[src/rtl/level_outcome_judge_if.sv]
// Signal bundle between the game logic / stage controller and the level outcome judge.
// The judge takes the slave view; whoever drives the game inputs takes the master view.
interface level_outcome_judge_if;
   logic        startOfFrame;
   logic [3:0]  stage;
   logic        confirmKey;
   logic [15:0] score;
   logic        stageEnded;
   logic        playerWon;
   logic [6:0]  timeLeft;
   logic [3:0]  level;
   logic [15:0] target;

   modport master (
      output startOfFrame,
      output stage,
      output confirmKey,
      output score,
      input  stageEnded,
      input  playerWon,
      input  timeLeft,
      input  level,
      input  target
   );

   modport slave (
      input  startOfFrame,
      input  stage,
      input  confirmKey,
      input  score,
      output stageEnded,
      output playerWon,
      output timeLeft,
      output level,
      output target
   );
endinterface

[src/rtl/level_outcome_judge.sv]
// Decides when the current stage is over (timer expiry in LEVEL, confirm key elsewhere),
// records the win/loss outcome and keeps the level number, countdown and score target.
module level_outcome_judge #(
   parameter int FRAMES_PER_SEC = 30,
   parameter int LEVEL_SECONDS  = 60,
   parameter int BASE_TARGET    = 650,
   parameter int TARGET_STEP    = 300,
   parameter int MAX_LEVEL      = 9
) (
   input  logic                  clk,
   input  logic                  resetN,
   level_outcome_judge_if.slave  bus
);

   localparam int FW = (FRAMES_PER_SEC > 1) ? $clog2(FRAMES_PER_SEC) : 1;
   localparam logic [FW-1:0] FRAME_LAST   = FW'(FRAMES_PER_SEC - 1);
   localparam logic [6:0]    TIME_LOAD    = 7'(LEVEL_SECONDS);
   localparam logic [3:0]    LEVEL_MAX    = 4'(MAX_LEVEL);
   localparam logic [15:0]   TARGET_RESET = (BASE_TARGET > 65535) ? 16'hFFFF : 16'(BASE_TARGET);
   localparam logic [3:0]    STAGE_LEVEL     = 4'd0;
   localparam logic [3:0]    STAGE_MAIN_MENU = 4'd4;

   typedef enum logic [1:0] {
      ARMED = 2'd0,
      PULSE = 2'd1,
      DONE  = 2'd2
   } state_e;

   state_e        state_q, state_d;
   logic [3:0]    prev_stage_q, prev_stage_d;
   logic [FW-1:0] frame_cnt_q, frame_cnt_d;
   logic          key_prev_q, key_prev_d;
   logic          player_won_q, player_won_d;
   logic [6:0]    time_left_q, time_left_d;
   logic [3:0]    level_q, level_d;
   logic [15:0]   target_q, target_d;

   logic          entry;
   logic          key_edge;
   logic          score_ok;
   logic [19:0]   target_sum;

   assign entry    = (bus.stage != prev_stage_q);
   assign key_edge = bus.confirmKey & ~key_prev_q;
   assign score_ok = (bus.score >= target_q);

   always_ff @(posedge clk or negedge resetN) begin
      if (!resetN) begin
         state_q      <= ARMED;
         prev_stage_q <= STAGE_MAIN_MENU;
         frame_cnt_q  <= '0;
         key_prev_q   <= 1'b0;
         player_won_q <= 1'b0;
         time_left_q  <= TIME_LOAD;
         level_q      <= 4'd1;
         target_q     <= TARGET_RESET;
      end else begin
         state_q      <= state_d;
         prev_stage_q <= prev_stage_d;
         frame_cnt_q  <= frame_cnt_d;
         key_prev_q   <= key_prev_d;
         player_won_q <= player_won_d;
         time_left_q  <= time_left_d;
         level_q      <= level_d;
         target_q     <= target_d;
      end
   end

   // Target follows the registered level, so it settles one clock after a level change.
   always_comb begin
      target_sum = 20'(BASE_TARGET) + 20'(level_q - 4'd1) * 20'(TARGET_STEP);
      target_d   = (target_sum > 20'h0FFFF) ? 16'hFFFF : target_sum[15:0];
   end

   always_comb begin
      state_d      = state_q;
      prev_stage_d = bus.stage;
      frame_cnt_d  = frame_cnt_q;
      key_prev_d   = bus.confirmKey;
      player_won_d = player_won_q;
      time_left_d  = time_left_q;
      level_d      = level_q;

      // A stage change takes priority and swallows any frame or key event in the same clock.
      if (entry) begin
         state_d = ARMED;
         if (bus.stage == STAGE_LEVEL) begin
            time_left_d  = TIME_LOAD;
            frame_cnt_d  = '0;
            player_won_d = 1'b0;
         end else if (bus.stage == STAGE_MAIN_MENU) begin
            level_d      = 4'd1;
            player_won_d = 1'b0;
         end
      end else begin
         unique case (state_q)
            ARMED: begin
               if (bus.stage == STAGE_LEVEL) begin
                  if (bus.startOfFrame) begin
                     if (frame_cnt_q == FRAME_LAST) begin
                        frame_cnt_d = '0;
                        if (time_left_q != 7'd0) begin
                           time_left_d = time_left_q - 7'd1;
                           if (time_left_q == 7'd1) begin
                              state_d      = PULSE;
                              player_won_d = score_ok;
                              if (score_ok && (level_q < LEVEL_MAX)) begin
                                 level_d = level_q + 4'd1;
                              end
                           end
                        end
                     end else begin
                        frame_cnt_d = frame_cnt_q + FW'(1);
                     end
                  end
               end else if (key_edge) begin
                  state_d = PULSE;
               end
            end
            PULSE:   state_d = DONE;
            DONE:    state_d = DONE;
            default: state_d = ARMED;
         endcase
      end
   end

   assign bus.stageEnded = (state_q == PULSE);
   assign bus.playerWon  = player_won_q;
   assign bus.timeLeft   = time_left_q;
   assign bus.level      = level_q;
   assign bus.target     = target_q;

endmodule
[src/flat_wrapper.sv]
// flat-port wrapper written by rule: the top's interface ports become plain ports
module level_outcome_judge_flat 
#(
   parameter int FRAMES_PER_SEC = 30,
   parameter int LEVEL_SECONDS  = 60,
   parameter int BASE_TARGET    = 650,
   parameter int TARGET_STEP    = 300,
   parameter int MAX_LEVEL      = 9
)
  (clk, resetN, bus_startOfFrame, bus_stage, bus_confirmKey, bus_score, bus_stageEnded, bus_playerWon, bus_timeLeft, bus_level, bus_target);
  level_outcome_judge_if bus_i ();
  input  logic clk;
  input  logic resetN;
  input wire logic [$bits(bus_i.startOfFrame)-1:0] bus_startOfFrame;
  input wire logic [$bits(bus_i.stage)-1:0] bus_stage;
  input wire logic [$bits(bus_i.confirmKey)-1:0] bus_confirmKey;
  input wire logic [$bits(bus_i.score)-1:0] bus_score;
  output wire logic [$bits(bus_i.stageEnded)-1:0] bus_stageEnded;
  output wire logic [$bits(bus_i.playerWon)-1:0] bus_playerWon;
  output wire logic [$bits(bus_i.timeLeft)-1:0] bus_timeLeft;
  output wire logic [$bits(bus_i.level)-1:0] bus_level;
  output wire logic [$bits(bus_i.target)-1:0] bus_target;
  assign bus_i.startOfFrame = bus_startOfFrame;
  assign bus_i.stage = bus_stage;
  assign bus_i.confirmKey = bus_confirmKey;
  assign bus_i.score = bus_score;
  assign bus_stageEnded = bus_i.stageEnded;
  assign bus_playerWon = bus_i.playerWon;
  assign bus_timeLeft = bus_i.timeLeft;
  assign bus_level = bus_i.level;
  assign bus_target = bus_i.target;
  level_outcome_judge #(.FRAMES_PER_SEC(FRAMES_PER_SEC), .LEVEL_SECONDS(LEVEL_SECONDS), .BASE_TARGET(BASE_TARGET), .TARGET_STEP(TARGET_STEP), .MAX_LEVEL(MAX_LEVEL)) u_core (.clk(clk), .resetN(resetN), .bus(bus_i));
endmodule
[config.mk]
export PLATFORM = sky130hd
export DESIGN_NAME = level_outcome_judge_flat
export DESIGN_NICKNAME = d
export VERILOG_FILES = /design/src/rtl/level_outcome_judge_if.sv /design/src/rtl/level_outcome_judge.sv /design/src/flat_wrapper.sv
export SDC_FILE = /design/constraint.sdc
export NUM_CORES = 1
export LEC_CHECK = 0
export CAP_MARGIN = 20
export CORE_UTILIZATION = 40
export DETAILED_ROUTE_END_ITERATION = 6
export HOLD_SLACK_MARGIN = 0.08
export SYNTH_ARGS = -nofsm -noshare
export SYNTH_HDL_FRONTEND = slang
export SYNTH_SLANG_ARGS = --single-unit
[constraint.sdc]
create_clock -name clk -period 8.66 [get_ports clk]
set_clock_uncertainty 0.15 [all_clocks]
set_input_delay 2.165 -clock clk [delete_from_list [all_inputs] [get_ports clk]]
set_output_delay 2.165 -clock clk [all_outputs]
set_load 0.01 [all_outputs]
==> impl_metrics.ini, run 1 <==
[clocking]
cts_buffers = 5
post_cts_buffers = 0
clkSlewWorstSetupHoldPaths_ns = 0.08
cts_max_level = 2
cts_sinks = 39
cts_buffer_depth = 2
cts_tree = built
cts-resized-gates = 0
hold_buffers = 0
root_buffer = clkbuf_8
clock_latency_ns = 0.30

[floorplan]
die_h_um = 92.5
boundaryPins = 53
die_w_um = 92.5
core_area_sq_um = 7810
dieArea_sq_um = 8560
rows = 32
start_util_pct = 42.0

[global_routing]
first_global_vias = 2496
grt_pass1_wl_um = 11500
grt_overflow_total = 0
grt_max_degree = 40
grt_usage_pct = 16.8
grt_antenna_before_repair = 0

[final_layout]
diodes = 0
design_area_sq_um = 3950
drive_gt1_share_pct = 8.94
final_nets = 488
area_growth_pct = 20.5

[critical_path]
path_max_fanout = 14
cpPeakStageDelay_ns = 0.64
rr_endpoint = u_core.bus.target[14]
slowest_stage = dfstp_2
path_cells = inv_1 > ha_1 > nand2b_1 > nand2b_1 > inv_1 > ha_1 > ha_1 > inv_1 > fa_1 > fa_1 > inv_1 > ha_1 > or2_2 > o32a_1 > a31o_2 > nor4_1 > nand4_1 > a41oi_2 > o21ai_0
critical_path_required_ns = 8.65
worstPathArrival_ns = 6.20
r2r_start = u_core.bus.level[0]
worstSetupStartpointType = flop
reg2regPathDepth = 19
ff2ff_setup_slack_ns = 2.44
cp-end-kind = flop
crit_type = reg2reg

[hold_path]
holdPathEnd = u_core.bus.playerWon
hp-start = u_core.bus.playerWon
hp-class = reg2reg
whs_path_depth = 1

[timing]
fin_tns_setup_ns = 0
finalSetupViolations = 0
worstMarginPinSlew_ns = 0.868
rsz0062_at_grt = no
post-route-period-util_pct = 71.8
drv_slew = 0
slew_headroom_pct = 42.1
min_period_ns = 6.22
max_freq_ghz = 0.161
worst_hold_slack_ns = 0.341
hold_viol_final = 0
setup_slack_ns = 2.44

[flow_run]
drv_cap = 0

[routing]
first_iter_violations = 109
vias = 2649
drc = 0
ant_nets = 0
avgRoutedWirePerCell_um = 13.2
vias_per_cell = 5.13
drtPass1Iterations = 4
totalWireLength_um = 6790

[synth]
synthesis.area_sq_um = 3280
yosysSeqAreaShare_pct = 30.1
yosys_warnings = 0
syn_nets = 437
async_flop_share_pct = 100
yosysUniqueCellTypes = 62
synth_edf_count = 0
synth_flop_cell = dfrtp_1
ys_ff_latch = 39
synth_top_area_share_pct = 22.9
synth_top_area_cell = dfrtp_1
syn_inst = 362
avgSynthCellArea_sq_um = 9.06
synth.area.top_cells = dfrtp_1 (23%), ha_1 (18%), dfstp_2 (7.2%), xnor2_1 (5.3%), inv_1 (4.9%)

[power_and_ir_drop]
power_uw = 789
p_per_area_nw_per_um2 = 200
p_comb_share_pct = 51.3
peakVddDrop_mv = 0.119
clock_power_share_pct = 15.7
intPower_uw = 485
p_leak_nw = 1.81
pwr-share-seq_pct = 33.0
sw_frac_of_total_pct = 38.6
switchingPower_uw = 305

[placement]
place_area_sq_um = 3860
globalplace.congestion = 0.813
io_buffers = 51
post-dp-hpwl_um = 5440
place_ws_ns = 2.46

[outcome]
outcome = completed
cell families (layout without fill, tap and decap cells):
family	after synthesis	in the layout	share of synthesized area, %
AND/OR/NAND/NOR	112	112	17.7
AO/OA/AOI/OAI	81	81	17.7
adder cells (fa/ha/maj)	51	51	20.6
buffers and inverters	51	103	6.49
flip-flops	39	39	30.1
XOR/XNOR	26	26	6.95
other	1	1	0.114
multiplexers	1	1	0.343
worst max-delay path: cells and delay by family (launching register included):
kind                     cells  cell delay, ns
AO/OA/AOI/OAI                4            1.53
AND/OR/NAND/NOR              5            1.21
flip-flops                   1            0.64
buffers and inverters        4            0.52
adder cells (fa/ha/maj)      6            2.01
Yosys cell counts (all sizes together), types with 2 or more instances:
master,number
nor4,4
fa,5
a31oi,4
a32oi,2
or3,4
a311oi,2
dfrtp,30
a41oi,3
buf,5
nand2b,8
nor2,13
o21ai,19
xor2,6
xnor2,20
clkbuf,2
a21oi,17
nor3,8
and3,6
o31ai,2
nand2,36
a21o,9
nand3,10
or2,3
inv,44
a31o,4
dfstp,9
a211oi,2
o311a,2
ha,46
nor2b,6
o211ai,2
nand4,8
o21a,4
through the flow:
| stage | instances | util, % |
|---|---|---|
| 6_report | 516 | 50.6 |
| 5_1_grt | 516 | 50.6 |
| 4_1_cts | 516 | 50.6 |
| 3_5_place_dp | 508 | 49.5 |
| 3_3_place_gp | 508 | 49.5 |
| 2_1_floorplan | 362 | - |
area by class of cell:
type                       count  area [sq um]
sequential                    39           987
tap                          102           128
clock inverter                 2          12.5
clock buffer                   6          72.6
timing repair buffer          51           505
fill                         757          3860
multi-input combinational    272          2080
inverter                      44           165
how the worst max path moves through the flow:
stage / depth (start not counted) / slack, ns / startpoint / end
final: 19 / 2.44 / u_core.bus.level[0] / u_core.bus.target[14]
after global placement: 19 / 2.64 / u_core.bus.level[0] / u_core.bus.target[14]
after floorplan: 21 / 3.07 / u_core.bus.level[0] / u_core.bus.target[14]
after detailed placement: 19 / 2.46 / u_core.bus.level[0] / u_core.bus.target[14]
after global routing: 19 / 1.96 / u_core.bus.level[0] / u_core.bus.target[14]
after CTS: 19 / 2.43 / u_core.bus.level[0] / u_core.bus.target[14]
flip-flops by register name (all words and copies together), names as in the netlist:
signal / flops
u_core.bus.playerWon: 1
u_core.key_prev_q: 1
u_core.frame_cnt_q: 5
u_core.bus.timeLeft: 7
u_core.bus.level: 4
u_core.state_q: 2
u_core.bus.target: 15
u_core.prev_stage_q: 4
per-layer routing:
layer / up-vias / track usage (%) / wire, um / part of all wire [%]
met2: 54 / 26.7 / 2890 / 43
met5: - / 0 / 0 / 0
met4: 0 / 4.82 / 80 / 1.2
met3: 8 / 3.12 / 293 / 4.3
li1: 1375 / - / - / -
met1: 1212 / 23.3 / 3530 / 52
cell usage in the layout, fill, tap and decap left out, types with 2 or more instances in the layout:
cell type	n
a21o_1	9
a21oi_1	16
a311oi_1	2
a31o_2	4
a31oi_1	3
a32oi_1	2
a41oi_1	2
and3_1	4
and3_2	2
clkbuf_8	5
clkdlybuf4s50_1	50
dfrtp_1	30
dfstp_2	9
fa_1	5
ha_1	46
inv_1	43
nand2_1	36
nand2b_1	8
nand3_1	10
nand4_1	8
nor2_1	12
nor2b_1	6
nor3_1	8
nor4_1	4
o21a_1	4
o21ai_0	16
o21ai_1	3
o311a_1	2
o31ai_1	2
or2_2	3
or3_1	3
xnor2_1	20
xor2_1	6
power groups by stage:
stage | clock network [mW] | registers (mW) | logic [mW]
finish | 0.124 | 0.261 | 0.405
global route | 0.136 | 0.267 | 0.456
CTS | 0.130 | 0.261 | 0.411
detailed placement | 0 | 0.265 | 0.409
global placement | 0 | 0.264 | 0.403
floorplan | 0 | 0.275 | 0.253
(Power assumes the default switching activity.)
==> run 2, diff against run 1 <==
==> constraint.sdc (replaced) <==
create_clock -name clk -period 5.2 [get_ports clk]
set_clock_uncertainty 0.15 [all_clocks]
set_input_delay 1.3 -clock clk [delete_from_list [all_inputs] [get_ports clk]]
set_output_delay 1.3 -clock clk [all_outputs]
set_load 0.01 [all_outputs]
==> run 2 against run 1 <==
  * Clock-buffer cell count is the same
  * Combinational power grew 79%
  * Non-clock buffer count grew 13
  * Wire length shrank 0.87%
==> impl_metrics.ini, run 2 (synthesis results as in run 1) <==
[routing]
vias = 2733
ant_nets = 0
avgRoutedWirePerCell_um = 12.7
drtPass1Iterations = 4
vias_per_cell = 5.17
totalWireLength_um = 6740
drc = 0
first_iter_violations = 115

[clocking]
cts_buffers = 5
root_buffer = clkbuf_8
cts_tree = built
cts_sinks = 39
cts_max_level = 2
clkSlewWorstSetupHoldPaths_ns = 0.08
cts_buffer_depth = 2
hold_buffers = 0
clock_latency_ns = 0.29

[floorplan]
dieArea_sq_um = 8560
die_w_um = 92.5
rows = 32
boundaryPins = 53
die_h_um = 92.5
start_util_pct = 42.0
core_area_sq_um = 7810

[power_and_ir_drop]
p_leak_nw = 1.90
peakVddDrop_mv = 0.166
power_mw = 1.36
p_per_area_nw_per_um2 = 326

[final_layout]
final_nets = 501
final_util_pct = 53.3
area_growth_pct = 27.0
largest_reg_flops = 15
drive_gt1_share_pct = 14.1
design_area_sq_um = 4160
stdcell_count = 529
diodes = 0
layout_common_cells = clkdlybuf4s50_1 (50), ha_1 (43), inv_1 (42), nand2_1 (36), dfrtp_1 (30)
layout_commonest_cell = clkdlybuf4s50_1

[timing]
worst_hold_slack_ns = 0.337
drv_slew = 0
worstMarginPinSlew_ns = 0.853
post-route-period-util_pct = 96.1
hold_viol_final = 0
finalSetupViolations = 0
min_period_ns = 5.00
max_freq_ghz = 0.200
slew_headroom_pct = 42.6

[global_routing]
grt_antenna_before_repair = 0
first_global_vias = 2545
grt_max_degree = 40
grt_usage_pct = 16.1
grt_overflow_total = 0
grt_pass1_wl_um = 11300

[critical_path]
worstPathArrival_ns = 5.08
critical_path_required_ns = 5.28
crit_family = adder cells
crit_buf_inv = 5
worstSetupStartpointType = flop
slowest_stage = dfstp_2
path_max_fanout = 7
cpPeakStageDelay_ns = 0.53
path_cells = inv_1 > ha_4 > nand2b_1 > nand2b_4 > inv_4 > ha_4 > ha_1 > inv_1 > fa_1 > fa_1 > inv_1 > ha_2 > or2_2 > o32a_1 > a31oi_4 > nor3_1 > a311oi_1 > a41oi_4 > clkbuf_16 > nand2_1
crit_type = reg2reg
cp-end-kind = flop
crit_top_cell = inv_1

[outcome]
outcome = completed

[placement]
globalplace.congestion = 0.802
post-dp-hpwl_um = 5400
place_inst = 516
place_area_sq_um = 3940
io_buffers = 51

[flow_run]
drv_cap = 0

[hold_path]
hp-class = reg2reg
==> run 2: cell count changes in the layout (fill, tap and decap cells not counted), sizes merged <==
cell,previous run,this run
buf,1,13
clkbuf,6,7
==> run 2: final cells by class <==
cell class	instances	area (sq um)
Timing Repair Buffer	64	633
Inverter	44	168
Clock inverter	2	12.5
Tap cell	102	128
Clock buffer	6	72.6
Sequential cell	39	987
Multi-Input combinational cell	272	2160
Fill cell	748	3640
==> run 2: where the power goes <==
group	leakage (nW)	internal, mW	switching (mW)
Combinational	1.37	0.366	0.360
Clock	0.0412	0.0939	0.109
Sequential	0.488	0.383	0.0450
==> run 2: worst register-to-register path: cells and delay by family, from the launching register on <==
family / cells / cell delay [ns]
and+or+nand+nor: 5 / 0.68
buffers and inverters: 5 / 0.46
adders and majority gates: 6 / 1.75
DFF: 1 / 0.53
AOI/OAI and AO/OA: 4 / 1.38
==> run 2: final timing paths <==
path | from | to | slack (ns) | cells past startpoint
setup / recovery | u_core.bus.level[0] | u_core.bus.target[3] | 0.20 | 20
hold / removal | u_core.bus.playerWon | u_core.bus.playerWon | 0.34 | 1
setup reg to reg | u_core.bus.level[0] | u_core.bus.target[3] | 0.20 | 20
hold reg to reg | u_core.bus.playerWon | u_core.bus.playerWon | 0.34 | 1
max in group asynchronous | resetN | u_core.bus.target[6] | 3.40 | 1
min in group asynchronous | resetN | u_core.state_q[0] | 0.96 | 1
==> run 2: through the flow <==
stage / setup slack, ns / setup TNS, ns
detailed placement: 0.0441 / 0
CTS: 0.0147 / 0
finish: 0.201 / 0
global placement: 0.139 / 0
floorplan: 0.0141 / 0
global route: -0.0153 / -0.0660
==> run 2: per-layer routing <==
layer,vias to the layer above,global-route usage [%],routed length (um)
met1,1278,22.2,3330
met5,-,0,0
li1,1401,-,-
met3,4,2.46,269
met2,50,26.9,3090
met4,0,3.13,44
==> run 2: repair_timing <==
| item | 4_1_cts | 5_1_grt |
|---|---|---|
| setup buffers | 0 | 4 |
| resized for setup | 0 | 13 |
| setup endpoints to repair | 0 | 14 |
==> run 3, diff against run 2 <==
--- a/config.mk
+++ b/config.mk
@@ -6,6 +6,7 @@
 export NUM_CORES = 1
 export LEC_CHECK = 0
 export CAP_MARGIN = 20
+export CORE_MARGIN = 2
 export CORE_UTILIZATION = 40
 export DETAILED_ROUTE_END_ITERATION = 6
 export HOLD_SLACK_MARGIN = 0.08
==> constraint.sdc (replaced) <==
create_clock -name clk -period 5.3 [get_ports clk]
set_clock_uncertainty 0.15 [all_clocks]
set_input_delay 1.325 -clock clk [delete_from_list [all_inputs] [get_ports clk]]
set_output_delay 1.325 -clock clk [all_outputs]
set_load 0.01 [all_outputs]
==> run 3 against run 2 <==
  * Flip-flop and latch count did not move
  * Worst hold slack improved by 0.0069 ns
  * Critical path depth did not move
  * Clock power fell by 2%
  * Fmax fell by 0.94%
==> impl_metrics.ini, run 3 (synthesis results as in run 1) <==
[routing]
vias_per_cell = 5.11
drc = 0
ant_nets = 0
drtPass1Iterations = 5
vias = 2706
totalWireLength_um = 6820
first_iter_violations = 100
avgRoutedWirePerCell_um = 12.9

[final_layout]
layout_common_cells = clkdlybuf4s50_1 (50), ha_1 (45), inv_1 (42), nand2_1 (36), dfrtp_1 (30)
area_growth_pct = 25.0
nFillCells = 813
final_nets = 498
drive_gt1_share_pct = 12.7
largest_reg_flops = 15
layout_commonest_cell = clkdlybuf4s50_1

[global_routing]
grt_antenna_before_repair = 1
grt_overflow_total = 0
top_usage_layer = met2
first_global_vias = 2633
use_met3_pct = 2.71
grt_max_degree = 40
grt_pass1_wl_um = 11600
use_met2_pct = 26.2
met1_usage_pct = 22.0
grt_usage_pct = 16.0

[critical_path]
critical_path_required_ns = 5.33
crit_buf_inv = 5
crit_type = reg2reg
path_cells = inv_1 > ha_1 > nand2b_1 > nand2b_4 > inv_4 > ha_4 > ha_1 > inv_1 > fa_1 > fa_1 > inv_1 > ha_1 > or2_2 > o32a_1 > a31o_2 > nor4_2 > nand4_1 > a41oi_2 > buf_6 > nand2_1
cpPeakStageDelay_ns = 0.53
reg2regPathDepth = 20
startpoint = u_core.bus.level[0]
path_depth = 20
slowest_stage = dfstp_2
crit_family = adder cells
path_max_fanout = 7
worstSetupStartpointType = flop
worstPathArrival_ns = 5.07
r2r_start = u_core.bus.level[0]
cp-end-kind = flop

[floorplan]
die_h_um = 94.5
start_util_pct = 40.5
rows = 33
boundaryPins = 53
core_area_sq_um = 8090
die_w_um = 94.5
dieArea_sq_um = 8940

[timing]
worstMarginPinSlew_ns = 0.897
hold_viol_final = 0
slew_headroom_pct = 39.6
max_freq_ghz = 0.198
setup_slack_ns = 0.253
post-route-period-util_pct = 95.2
finalSetupViolations = 0
min_period_ns = 5.05
worst_hold_slack_ns = 0.344
drv_slew = 0

[clocking]
cts_buffer_depth = 2
root_buffer = clkbuf_8
cts_sinks = 39
cts_buffers = 5
clkSlewWorstSetupHoldPaths_ns = 0.08
clock_latency_ns = 0.29
cts_max_level = 2
cts_tree = built

[power_and_ir_drop]
clock_power_share_pct = 15.2
peakVddDrop_mv = 0.0940
sw_frac_of_total_pct = 38.1
intPower_uw = 808
switchingPower_uw = 499
pwr-share-seq_pct = 32.3
p_leak_nw = 1.87
p_comb_share_pct = 52.4
p_per_area_nw_per_um2 = 319

[outcome]
outcome = completed

[placement]
globalplace.congestion = 0.781
place_ws_ns = 0.105
io_buffers = 51
post-dp-hpwl_um = 5460

[hold_path]
whs_path_depth = 1
hp-class = reg2reg
hp-start = u_core.bus.playerWon

[flow_run]
drv_cap = 0
[run 3: cell types whose count changed in the layout (fill, tap and decap cells not counted), sizes merged]
cell / delta
clkbuf: -1
diode: +1
buf: -2
[run 3: power groups by stage]
stage	clock (mW)	combinational (mW)	sequential, mW
2_1_floorplan	0	0.415	0.449
3_3_place_gp	0	0.669	0.429
3_5_place_dp	0	0.678	0.430
4_1_cts	0.209	0.681	0.425
5_1_grt	0.220	0.779	0.435
6_report	0.199	0.685	0.422
[run 3: area by class of cell]
cell class / count / area [sq um] / share of cell area [%]
diodes: 1 / 2.50 / 0.0611
repair buffers: 61 / 588 / 14.4
multi-input cells: 272 / 2130 / 52.1
flip-flops and latches: 39 / 987 / 24.1
inverters: 44 / 168 / 4.09
well taps: 105 / 131 / 3.21
clock buffers: 6 / 72.6 / 1.77
clock inverters: 2 / 12.5 / 0.305
[run 3: per-layer routing]
layer,up-vias,wire (um)
met5,-,0
met4,0,74
met3,6,270
met2,52,3180
met1,1250,3290
li1,1398,-
[run 3: worst paths after layout]
check	to	slack [ns]
worst max register to register	u_core.bus.target[6]	0.25
min in group asynchronous	u_core.frame_cnt_q[4]	0.98
worst min-delay path	u_core.bus.playerWon	0.34
worst max-delay path	u_core.bus.target[6]	0.25
worst min register to register	u_core.bus.playerWon	0.34
max in group asynchronous	u_core.bus.target[6]	3.49
[run 3: worst reg2reg max path, delay by kind of cell (launching register included)]
kind / cells / cell delay [ns]
simple gates: 6 / 0.98
buf+inv: 5 / 0.43
flops: 1 / 0.53
compound gates: 3 / 1.04
fa+ha+maj: 6 / 1.79
[run 3: timing repair]
action                     in CTS  in global routing
setup endpoints to repair       0                 15
gates resized for setup         0                 12
hold buffers                    0                  0
setup buffers                   0                  2
[run 3: per-stage QoR]
stage	power, mW	instances	area [sq um]	setup TNS, ns	utilization [%]
final	1.31	530	4100	0	50.6
after global routing	1.43	529	4090	-0.0291	50.6
after CTS	1.31	526	4010	0	49.5
after detailed placement	1.11	518	3920	0	48.4
after global placement	1.10	518	3920	0	48.4
after floorplan	0.864	362	3280	0	-
